`src/rtl/ram_arbiter.sv`:
```
// Two-port arbiter sharing one single-port RAM: IDLE -> ACCESS -> ACK, one access per three cycles.
// Define RAM_ARB_FIXED_PRIO_EN to make port 0 win every tie instead of round-robin.
module ram_arbiter #(
   parameter int ADDR_W = 11,
   parameter int DATA_W = 32
) (
   input  logic              clk,
   input  logic              rst,
   input  logic              p0_req,
   input  logic              p0_wen,
   input  logic [ADDR_W-1:0] p0_addr,
   input  logic [DATA_W-1:0] p0_wdata,
   output logic              p0_ack,
   output logic [DATA_W-1:0] p0_rdata,
   input  logic              p1_req,
   input  logic              p1_wen,
   input  logic [ADDR_W-1:0] p1_addr,
   input  logic [DATA_W-1:0] p1_wdata,
   output logic              p1_ack,
   output logic [DATA_W-1:0] p1_rdata,
   output logic [ADDR_W-1:0] ram_addr,
   output logic [DATA_W-1:0] ram_din,
   output logic              ram_wen,
   input  logic [DATA_W-1:0] ram_dout,
   output logic              busy,
   output logic              last_gnt
);

   localparam logic [1:0] S_IDLE   = 2'd0;
   localparam logic [1:0] S_ACCESS = 2'd1;
   localparam logic [1:0] S_ACK    = 2'd2;

   logic [1:0]        state_q, state_d;
   logic              gnt_q,   gnt_d;
   logic              wen_q,   wen_d;
   logic [ADDR_W-1:0] addr_q,  addr_d;
   logic [DATA_W-1:0] wdata_q, wdata_d;
   logic              tie_winner;
   logic              winner;

   always_comb begin
`ifdef RAM_ARB_FIXED_PRIO_EN
      tie_winner = 1'b0;
`else
      tie_winner = ~gnt_q;
`endif
      // A lone requester wins outright; only a tie consults the policy.
      winner = (p0_req && p1_req) ? tie_winner : p1_req;
   end

   always_comb begin
      // NOTE: every _d defaults to its _q first so no path leaves it unassigned (no latch).
      state_d = state_q;
      gnt_d   = gnt_q;
      wen_d   = wen_q;
      addr_d  = addr_q;
      wdata_d = wdata_q;
      case (state_q)
         S_IDLE: begin
            if (p0_req || p1_req) begin
               state_d = S_ACCESS;
               gnt_d   = winner;
               wen_d   = winner ? p1_wen   : p0_wen;
               addr_d  = winner ? p1_addr  : p0_addr;
               wdata_d = winner ? p1_wdata : p0_wdata;
            end
         end
         S_ACCESS: state_d = S_ACK;
         S_ACK:    state_d = S_IDLE;
         default:  state_d = S_IDLE;
      endcase
   end

   // NOTE: sequential state uses non-blocking assignments only, so all flops update together.
   always_ff @(posedge clk or posedge rst) begin
      if (rst) begin
         state_q <= S_IDLE;
         gnt_q   <= 1'b1;
         wen_q   <= 1'b0;
         addr_q  <= '0;
         wdata_q <= '0;
      end else begin
         state_q <= state_d;
         gnt_q   <= gnt_d;
         wen_q   <= wen_d;
         addr_q  <= addr_d;
         wdata_q <= wdata_d;
      end
   end

   // Write enable decodes straight from state so an async reset kills it mid-cycle.
   assign ram_addr = addr_q;
   assign ram_din  = wdata_q;
   assign ram_wen  = (state_q == S_ACCESS) && wen_q;
   assign busy     = (state_q != S_IDLE);
   assign last_gnt = gnt_q;
   assign p0_ack   = (state_q == S_ACK) && !gnt_q;
   assign p1_ack   = (state_q == S_ACK) &&  gnt_q;
   assign p0_rdata = p0_ack ? ram_dout : '0;
   assign p1_rdata = p1_ack ? ram_dout : '0;

endmodule

```
`config.mk`:
```
export PLATFORM = sky130hd
export DESIGN_NAME = ram_arbiter
export DESIGN_NICKNAME = d
export VERILOG_FILES = /design/src/rtl/ram_arbiter.sv
export SDC_FILE = /design/constraint.sdc
export NUM_CORES = 1
export LEC_CHECK = 0
export ABC_AREA = 1
export BUFFER_PORTS_ARGS = -buffer_cell sky130_fd_sc_hd__buf_2
export CAP_MARGIN = 10
export CORE_AREA = 2 2 92 94
export DETAILED_ROUTE_END_ITERATION = 16
export DIE_AREA = 0 0 94 96
export PLACE_DENSITY = 0.76
export SLEW_MARGIN = 20
export SYNTH_ARGS = -nofsm -noshare
export SYNTH_HDL_FRONTEND = slang
export SYNTH_SLANG_ARGS = --single-unit
```
`constraint.sdc`:
```
create_clock -name clk -period 2.1 [get_ports clk]
set_input_delay 0.105 -clock clk [delete_from_list [all_inputs] [get_ports clk]]
set_output_delay 0.105 -clock clk [all_outputs]
set_load 0.01 [all_outputs]
```
Word-level counts from Yosys, hierarchy flattened
Index checks and enable logic that the tools add are counted.
- bits in registers: 47
- latch bits: 0
- RAM bits: 0
- ROM bits: 0
- output and inout bits: 112
- logic and storage cells: 26
- memories: 0
- add/subtract/negate cells: 0
- $mul: 0
- divide/modulo/power cells: 0
- $lt $le $gt $ge: 0
- equality and inequality tests: 3
- shift-type cells: 0
- muxes and demuxes: 8
- bitwise operators: 1
- reduce and logical (&&, ||, !) cells: 9
- operator list (cell ; number):
    $mux 32 ; 3
    $mux 11 ; 1
    $logic_and 1x1->1 ; 4
    $pmux 2 s2 ; 1
    $eq 2x1->1 const B ; 1
    $eq 2x2->1 const B ; 1
    $logic_not 2->1 ; 1
    $mux 1 ; 2
    $mux 2 ; 1
    $ne 2x2->1 const B ; 1
    $reduce_and 2->1 ; 1
    $reduce_bool 2->1 ; 1
    $logic_not 1->1 ; 1
    $logic_or 1x1->1 ; 1
    $not 1->1 ; 1

Logic depth before layout (Yosys ltp)
Gate-level depths: netlist (run 1).
- word-level depth: 3
- depth in mapped cells: 6
- depth with buffers taken out: 5

Worst setup path before layout (run 1)
No wires, ideal clock.
- kind: register to output
- start point: register gnt_q (netlist: last_gnt)
- end point: output port p0_rdata[10]
- arrival time: 1.159 ns
- setup slack: 0.836 ns
- stages on the path, launching flop included: 4
- path through: dfstp_2 -> nand3b_1 -> clkbuf_1 -> nor2_1
- longest elaborated chain between the ends: 3
- RTL lines (item ; RTL line ; source):
    from (decl) ; 34 ; logic gnt_q, gnt_d;
    from (signal assigned) ; 84 ; gnt_q <= gnt_d;
    $logic_not 1->1 ; 97 ; assign p0_ack = (state_q == S_ACK) && !gnt_q;
    $logic_and 1x1->1 ; 97 ;
    $mux 32 ; 99 ; assign p0_rdata = p0_ack ? ram_dout : '0;
    to (decl) ; 14 ; output logic [DATA_W-1:0] p0_rdata,
No other way between the ends.

Worst setup path in the final report (run 1)
- start point: register gnt_q (netlist: last_gnt)
- end point: output port p0_rdata[31]
The elaborated chain is that of the path after synthesis.

==> results of run 1 <==
==> state kept, by name, summed over array words and instances (netlist names) <==
register / flops
ram_addr: 11
ram_din: 32
wen_q: 1
last_gnt: 1
state_q: 2
==> metrics by stage <==
stage	area, sq um	utilization [%]
after floorplan	3060	-
after global placement	4330	53.7
after detailed placement	4330	53.7
after CTS	4450	55.3
after global routing	4460	55.4
final	4460	55.4
==> worst max-delay path, stage by stage, from the launching register on <==
cell and delay (ns):
dfstp_2 0.58, nand3b_1 0.12, buf_4 0.30, nor2_1 0.08, buf_2 0.16
==> cells by family after synthesis <==
| logic type | share of synthesized area (%) |
|---|---|
| buffers and inverters | 20.4 |
| AND/OR/NAND/NOR | 40.4 |
| AO/OA/AOI/OAI | 0.695 |
| flip-flops | 38.5 |
==> synth_stat cells (all sizes together) <==
| cell | n |
|---|---|
| clkbuf | 5 |
| nand2 | 136 |
| and3 | 1 |
| nand3 | 89 |
| o21ai | 2 |
| inv | 125 |
| dfstp | 1 |
| buf | 22 |
| nand3b | 1 |
| nor2 | 68 |
| dfrtp | 46 |
==> cell usage in the layout (no fill, tap or decap), drive strengths merged <==
master / synthesis / routed
diode: 0 / 3
buf: 22 / 245
nor2: 68 / 68
nand2: 136 / 136
and3: 1 / 1
dfstp: 1 / 1
dfrtp: 46 / 46
o21ai: 2 / 2
clkbuf: 5 / 6
nand3b: 1 / 1
nand3: 89 / 89
dlygate4sd3: 0 / 1
clkinv: 0 / 1
inv: 125 / 125
bufinv: 0 / 1
==> layer usage <==
layer	vias to the layer above	GRT usage, %	wire (um)
met4	0	8.45	254
met2	150	40.4	5320
met1	1636	21.6	3510
met5	-	0	0
met3	16	3.68	570
li1	1887	-	-
==> cell type report <==
| class | count | area (sq um) | share of cell area, % |
|---|---|---|---|
| timing repair buffer | 246 | 1300 | 29.1 |
| multi-input combinational | 297 | 1260 | 28.2 |
| sequential | 47 | 1180 | 26.4 |
| inverter | 125 | 469 | 10.5 |
| tap | 105 | 131 | 2.95 |
| clock buffer | 6 | 82.6 | 1.85 |
| clock inverter | 2 | 35.0 | 0.785 |
| antenna | 3 | 7.51 | 0.168 |
==> power groups by stage <==
stage / registers (mW) / logic (mW) / clock network (mW)
detailed placement: 1.66 / 2.55 / 0
global placement: 1.65 / 2.48 / 0
global route: 1.71 / 2.85 / 0.731
floorplan: 1.83 / 1.35 / 0
CTS: 1.66 / 2.54 / 0.694
finish: 1.65 / 2.51 / 0.680
==> worst paths after layout <==
check | end | slack, ns
setup reg to reg | ram_addr[9] | 0.64
min in group asynchronous | ram_din[26] | 0.40
setup / recovery | p0_rdata[31] | 0.46
hold / removal | ram_addr[5] | 0.1
hold reg to reg | ram_din[31] | 0.48
max in group asynchronous | last_gnt | 1.44
==> what timing repair did <==
action                    CTS  global route
resized for setup           0             0
hold endpoints to repair   46             0
buffers inserted            0             0
hold buffers                1             0
==> flow_metrics.py, run 1 <==
metrics = {
    "clock_network": {
        "cts-root-buf": "clkbuf_8",
        "clock-sinks": 47,
        "htree_levels": 2,
        "numCtsBuffers": 5,
        "clk_path_buf_depth": 2,
        "clkLatencyLatePin_ns": 0.29,
        "clk_pin_slew_worst_paths_ns": 0.08,
        "cts_tree": "yes",
    },
    "placement": {
        "place_worst_setup_slack_ns": 0.640,
        "place_inst": 819,
        "port_buffers": 235,
        "gp_congestion": 0.814,
        "dp_hpwl_mm": 7.64,
    },
    "worst_setup_path": {
        "worstSetupEndpointType": "output pin",
        "crit_start": "last_gnt",
        "worstRegToRegCells": 6,
        "worstSetupPathType": "register to output pin",
        "startpoint_type": "register",
        "r2r-start": "state_q[1]",
        "path_max_fanout": 33,
        "critPathRequiredTime_ns": 2.00,
        "crit_arrival_ns": 1.54,
    },
    "yosys": {
        "synth_fp_nets": 620,
        "syn_area_sq_um": 3060,
        "yosys_warnings": 0,
        "syn_inst": 496,
        "ys_types": 17,
        "synth_top_area_cell": "dfrtp_1",
        "ys_top_cells_by_area": "dfrtp_1 38%, nand2_1 16%, inv_1 15%",
        "synthDominantCellAreaShare_pct": 37.6,
        "yosysSeqAreaShare_pct": 38.5,
        "syn-mean-instance-area_sq_um": 6.17,
        "synth-seq-cells": 47,
    },
    "final_layout": {
        "fin_cells": 831,
        "layout-drive-gt1-share_pct": 36.0,
        "n_fill_cell": 811,
        "layout.nets": 846,
        "area_growth_pct": 45.7,
    },
    "floorplanning": {
        "pin_count": 236,
        "design.core.area_sq_um": 8050,
        "die-area_sq_um": 9020,
        "die_h_um": 96,
        "fp-row-count": 33,
        "die_w_um": 94,
        "initial_utilization_pct": 38.0,
    },
    "timing": {
        "slew_violations": 0,
        "whs_ns": 0.0975,
        "worst_pin_slew_ns": 0.459,
        "skew_ns": 0.00220,
        "slew_headroom_pct": 69.4,
        "setup_violations": 0,
        "min_period_ns": 1.64,
        "setup_tns_ns": 0,
        "worst_slack_ns": 0.456,
        "max_freq_mhz": 608,
        "fin_crit_sh_pct": 78.3,
        "rsz0062_at_grt": "false",
        "finalHoldViolCount": 0,
    },
    "global_route": {
        "grt_usage_pct": 20.6,
        "grt_overflow_total": 0,
        "antenna_found_initial": 3,
        "grt_pass1_wl_mm": 14.8,
        "grt_max_degree": 48,
        "grt_pass1_vias": 3310,
    },
    "routing": {
        "wl_per_cell_um": 11.6,
        "wirelength_mm": 9.65,
        "vias_per_cell": 4.44,
        "drc_errors": 0,
        "drt_iter0_markers": 100,
        "drtAntennaViolNets": 0,
        "num_vias": 3689,
        "firstDrtPassIters": 4,
    },
    "power": {
        "swShare_pct": 43.4,
        "p_leak_nw": 3.14,
        "sequentialPowerShare_pct": 34.1,
        "power.total_mw": 4.84,
        "vdd_drop_max_uv": 485,
        "switchingPower_mw": 2.10,
        "clkPwrFrac_pct": 14.0,
        "intPower_mw": 2.74,
        "pwr-share-comb_pct": 51.9,
        "p_per_area_nw_per_um2": 1090,
    },
    "flow_run": {
        "drv_cap": 0,
    },
    "min_path": {
        "whs_path_depth": 5,
        "hp-class": "primary input to register",
        "worstHoldStart": "p0_addr[5]",
    },
    "run_status": {
        "status": "finished, final reports clean",
    },
}
Power figures use the tool's default switching activity.
==> run 2: changes to the inputs <==
Settings changed: CORE_AREA 2 2 92 94 to not set, CORE_ASPECT_RATIO set to 0.9, CORE_UTILIZATION set to 36, DIE_AREA 0 0 94 96 to not set, PLACE_DENSITY 0.76 to 0.75.
Clock period 2.1 ns to 1.3 ns, I/O delays scaled along.
==> run 2 against run 1 <==
The run now ends with setup timing left. Register-to-register slack lost 0.79 ns. Sequential share of layout area shrank 5.0 points. Routed wire length grew 26%. Combinational power grew 120%. Cell area grew 23%. Clock-buffer cell count is the same. Via count grew 7.2%. Clock power grew 25%. Die area shrank 1.7%. Global-route usage shrank 0.17 points. Clock skew grew 0.0027 ns. First-iteration DRC count grew 68%. Highest routed layer unchanged.
==> flow_metrics.py, run 2 (synthesized netlist as in run 1, its figures left out) <==
metrics = {
    "routing": {
        "wl_per_cell_um": 14.4,
        "num_vias": 3956,
        "drc_errors": 0,
        "vias_per_cell": 4.70,
        "wirelength_mm": 12.1,
        "drtAntennaViolNets": 0,
        "drt_iter0_markers": 168,
        "firstDrtPassIters": 4,
    },
    "worst_setup_path": {
        "critPathRequiredTime_ns": 1.24,
        "r2r-start": "last_gnt",
        "rrSetupSlack_ns": -0.15,
        "reg2reg_to": "ram_din[20]",
        "worstSetupPathType": "register to output pin",
        "worstSetupEndpointType": "output pin",
        "worstRegToRegCells": 8,
        "crit_start": "last_gnt",
        "startpoint_type": "register",
        "path_max_fanout": 33,
        "crit_arrival_ns": 1.42,
    },
    "run_status": {
        "status": "finished, violations left",
        "violations": "setup timing",
    },
    "final_layout": {
        "final_cell_mix": "235 x buf_2, 123 x inv_1, 90 x nand2_1",
        "final_common_cell": "buf_2",
        "layout-drive-gt1-share_pct": 52.7,
        "post-route-util_pct": 67.5,
        "n_fill_cell": 675,
        "regArea_sq_um": 1180,
        "antenna-diode-count": 0,
        "fin_cells": 841,
        "largest_reg_flops": 32,
        "multi_input_area_sq_um": 1940,
        "layout.nets": 865,
        "area_growth_pct": 79.7,
    },
    "floorplanning": {
        "die-area_sq_um": 8870,
        "design.core.area_sq_um": 8150,
        "die_w_um": 99.2,
        "initial_utilization_pct": 37.6,
        "pin_count": 236,
        "die_h_um": 89.5,
        "fp-row-count": 31,
    },
    "placement": {
        "place_worst_setup_slack_ns": -0.0865,
        "port_buffers": 235,
        "gp_congestion": 0.797,
        "dp_hpwl_mm": 7.25,
        "place_inst": 814,
    },
    "clock_network": {
        "clkLatencyLatePin_ns": 0.29,
        "clk_pin_slew_worst_paths_ns": 0.09,
        "htree_levels": 2,
        "cts_tree": "yes",
        "clk_path_buf_depth": 2,
        "clock-sinks": 47,
        "numCtsBuffers": 5,
        "cts-root-buf": "clkbuf_8",
    },
    "min_path": {
        "hp-class": "primary input to register",
        "worstHoldStart": "p0_wdata[14]",
        "whs_endpoint": "ram_din[14]",
        "whs_path_depth": 5,
    },
    "global_route": {
        "antenna_found_initial": 0,
        "grt_pass1_wl_mm": 14.5,
        "grt_overflow_total": 0,
        "grt_max_degree": 47,
        "grt_usage_pct": 20.4,
        "grt_pass1_vias": 3285,
    },
    "power": {
        "vdd_drop_max_uv": 861,
        "p_per_area_nw_per_um2": 1660,
        "p_leak_nw": 3.61,
        "clkPwrFrac_pct": 9.3,
        "swShare_pct": 45.6,
        "intPower_mw": 4.97,
        "switchingPower_mw": 4.16,
        "pwr-share-comb_pct": 61.2,
        "sequentialPowerShare_pct": 29.5,
    },
    "timing": {
        "fin_crit_sh_pct": 114,
        "slew_headroom_pct": 68.4,
        "slew_violations": 0,
        "worst_pin_slew_ns": 0.473,
        "max_freq_mhz": 674,
        "worst_slack_ns": -0.184,
        "setup_violations": 111,
        "finalHoldViolCount": 0,
        "rsz0062_at_grt": "true",
        "skew_ns": 0.00486,
        "min_period_ns": 1.48,
    },
    "flow_run": {
        "drv_cap": 0,
    },
}
[run 2: power groups by stage]
stage / clock network, mW / registers, mW / logic (mW)
2_1_floorplan: 0 / 2.95 / 2.18
3_3_place_gp: 0 / 2.70 / 4.16
3_5_place_dp: 0 / 2.69 / 4.25
4_1_cts: 0.870 / 2.67 / 4.46
5_1_grt: 0.929 / 2.77 / 6.07
6_report: 0.851 / 2.70 / 5.58
[run 2: stage by stage]
stage / area (sq um) / setup TNS [ns] / hold slack, ns / power, mW
2_1_floorplan: 3060 / 0 / 0.239 / 5.13
3_5_place_dp: 4390 / -2.45 / 0.0183 / 6.94
4_1_cts: 4610 / -13.79 / 0.0522 / 8.00
5_1_grt: 5500 / -21.16 / 0.0779 / 9.76
3_3_place_gp: 4390 / -0.662 / 0.0236 / 6.86
6_report: 5500 / -14.38 / 0.0806 / 9.13
[run 2: what timing repair did]
action	in CTS	in global routing
pin swaps	0	35
gates resized for setup	4	165
gates cloned	2	8
setup buffers	4	4
hold endpoints to repair	35	0
setup endpoints to repair	100	111
hold buffers	1	0
[run 2: final cells by class]
cell class,instances,area share (%)
multi-input combinational,297,35.2
clock buffer,6,1.32
clock inverter,2,0.227
tap,99,2.25
inverter,125,8.53
timing repair buffer,265,31.1
sequential,47,21.4
[run 2: worst max path at each step]
stage,end,slack (ns),depth (start not counted)
after CTS,ram_din[22],-0.19,8
final,p0_rdata[8],-0.18,4
after floorplan,ram_din[10],0.06,6
after global routing,p0_rdata[19],-0.25,4
after detailed placement,ram_din[2],-0.09,4
after global placement,ram_din[13],-0.03,6
[run 2: critical path, cell delays in order (launching register included)]
cell and delay [ns]:
dfstp_2 0.57, nand3b_1 0.16, buf_12 0.19, nor2_1 0.06
buf_2 0.14
[run 2: per-layer routing]
layer | wire, um | up-vias | global-route usage [%]
li1 | - | 1929 | -
met1 | 4730 | 1850 | 22.9
met2 | 6490 | 158 | 40.6
met3 | 682 | 19 | 3.44
met4 | 209 | 0 | 5.48
met5 | 0 | - | 0
==> run 3: changes to the inputs <==
==> constraint.sdc (replaced) <==
create_clock -name clk -period 1.3 [get_ports clk]
set_input_delay 0.13 -clock clk [delete_from_list [all_inputs] [get_ports clk]]
set_output_delay 0.13 -clock clk [all_outputs]
set_load 0.01 [all_outputs]
==> run 3 against run 2 <==
The run still ends with setup timing left. Via count is 0.58% lower. Clock skew is 0.0016 ns higher. Combinational power is 0.7% lower. Flip-flop and latch count stayed put. Worst hold slack better by 0.033 ns. Non-clock buffer count is 7 higher. Cell area is 6.5% lower. Sequential share of layout area is 1.5 points higher. Largest cell class is now buffers. Largest power group unchanged. Highest routed layer unchanged.
==> flow_metrics.py, run 3 (synthesized netlist as in run 1, its figures left out) <==
metrics = {
    "run_status": {
        "status": "finished, violations left",
        "violations": "setup timing",
    },
    "timing": {
        "finalHoldViolCount": 0,
        "rsz0062_at_grt": "true",
        "min_period_ns": 1.60,
        "skew_ns": 0.00646,
        "max_freq_mhz": 625,
        "slew_violations": 0,
        "worst_pin_slew_ns": 0.393,
        "whs_ns": 0.114,
        "fin_crit_sh_pct": 123,
        "setup_violations": 112,
        "slew_headroom_pct": 73.7,
        "worst_slack_ns": -0.300,
    },
    "final_layout": {
        "antenna-diode-count": 0,
        "largest_reg_flops": 32,
        "fin_cells": 848,
        "final_common_cell": "buf_2",
        "final_cell_mix": "231 x buf_2, 122 x inv_1, 117 x nand2_1",
        "layout.nets": 872,
        "area_growth_pct": 68.0,
        "layout-drive-gt1-share_pct": 43.9,
        "post-route-util_pct": 63.1,
    },
    "placement": {
        "place_worst_setup_slack_ns": 0.0340,
        "dp_hpwl_mm": 7.37,
        "port_buffers": 235,
        "gp_congestion": 0.779,
        "place_inst": 818,
    },
    "floorplanning": {
        "design.core.area_sq_um": 8150,
        "die-area_sq_um": 8870,
        "initial_utilization_pct": 37.6,
        "die_w_um": 99.2,
        "fp-row-count": 31,
        "die_h_um": 89.5,
        "pin_count": 236,
    },
    "routing": {
        "drt_iter0_markers": 140,
        "wl_per_cell_um": 13.2,
        "drc_errors": 0,
        "num_vias": 3933,
        "drtAntennaViolNets": 0,
        "firstDrtPassIters": 4,
        "wirelength_mm": 11.2,
        "vias_per_cell": 4.64,
    },
    "clock_network": {
        "clk_path_buf_depth": 2,
        "cts_tree": "yes",
        "clock-sinks": 47,
        "cts-root-buf": "clkbuf_8",
        "numCtsBuffers": 5,
        "htree_levels": 2,
        "clk_pin_slew_worst_paths_ns": 0.09,
        "clkLatencyLatePin_ns": 0.30,
    },
    "power": {
        "p_per_area_nw_per_um2": 1840,
        "vdd_drop_max_uv": 802,
        "p_leak_nw": 3.41,
    },
    "global_route": {
        "grt_max_degree": 47,
        "grt_overflow_total": 0,
        "grt_usage_pct": 20.4,
        "antenna_found_initial": 0,
        "grt_pass1_vias": 3298,
        "grt_pass1_wl_mm": 14.5,
    },
    "worst_setup_path": {
        "path_max_fanout": 16,
        "worstSetupEndpointType": "output pin",
        "crit_arrival_ns": 1.47,
        "worstSetupPathType": "register to output pin",
        "critPathRequiredTime_ns": 1.17,
        "startpoint_type": "register",
    },
    "min_path": {
        "hp-class": "primary input to register",
    },
    "flow_run": {
        "drv_cap": 0,
    },
}
-- run 3: routing by layer --
metal  routed length (um)  GRT usage, %  part of all wire (%)  up-vias
met5                    0             0                     0        -
met4                  250          5.88                   2.2        0
met3                  579          4.07                   5.2       26
met2                 6100          40.5                    55      166
met1                 4240          22.2                    38     1794
li1                     -             -                     -     1947
-- run 3: worst max-delay path, stage by stage, from the launching register on --
cell	delay [ns]
dfrtp_2	0.43
inv_2	0.09
nand3b_1	0.09
buf_6	0.14
clkbuf_16	0.16
nor2_1	0.10
buf_2	0.14
-- run 3: cell type report --
cell class,instances,area [sq um]
Clock buffer,5,68.8
Sequential cell,47,1180
Tap cell,99,124
Fill cell,725,3000
Clock inverter,3,67.6
Timing Repair Buffer,272,1790
Inverter,125,469
Multi-Input combinational cell,297,1450
-- run 3: where the power goes --
part | switching, mW | leakage [nW] | internal, mW | total [mW]
sequential | 0.437 | 0.567 | 2.22 | 2.66
combinational | 3.03 | 2.78 | 2.51 | 5.54
clock | 0.508 | 0.0644 | 0.767 | 1.27
-- run 3: final timing paths --
path	depth (start not counted)	startpoint	slack, ns	endpoint
max in group asynchronous	4	rst	0.43	last_gnt
setup reg to reg	8	last_gnt	-0.12	ram_din[22]
setup / recovery	6	state_q[0]	-0.30	p0_rdata[24]
hold reg to reg	2	ram_addr[1]	0.49	ram_addr[1]
min in group asynchronous	3	rst	0.34	ram_addr[6]
hold / removal	5	p0_wdata[8]	0.11	ram_din[8]
-- run 3: stage by stage --
step                power, mW  area, sq um  TNS [ns]
finish                   9.47         5140    -20.57
global route             10.1         5140    -26.67
CTS                      8.41         4610    -15.54
detailed placement       7.00         4420         0
global placement         6.90         4420         0
floorplan                5.13         3060         0
-- run 3: what timing repair did --
action                     in CTS  in global routing
hold buffers                    1                  0
setup endpoints to repair      67                113
setup buffers                   3                  5
gates cloned                    0                 13
gates resized for setup         6                 61
hold endpoints to repair       12                  0
pin swaps                       0                  4
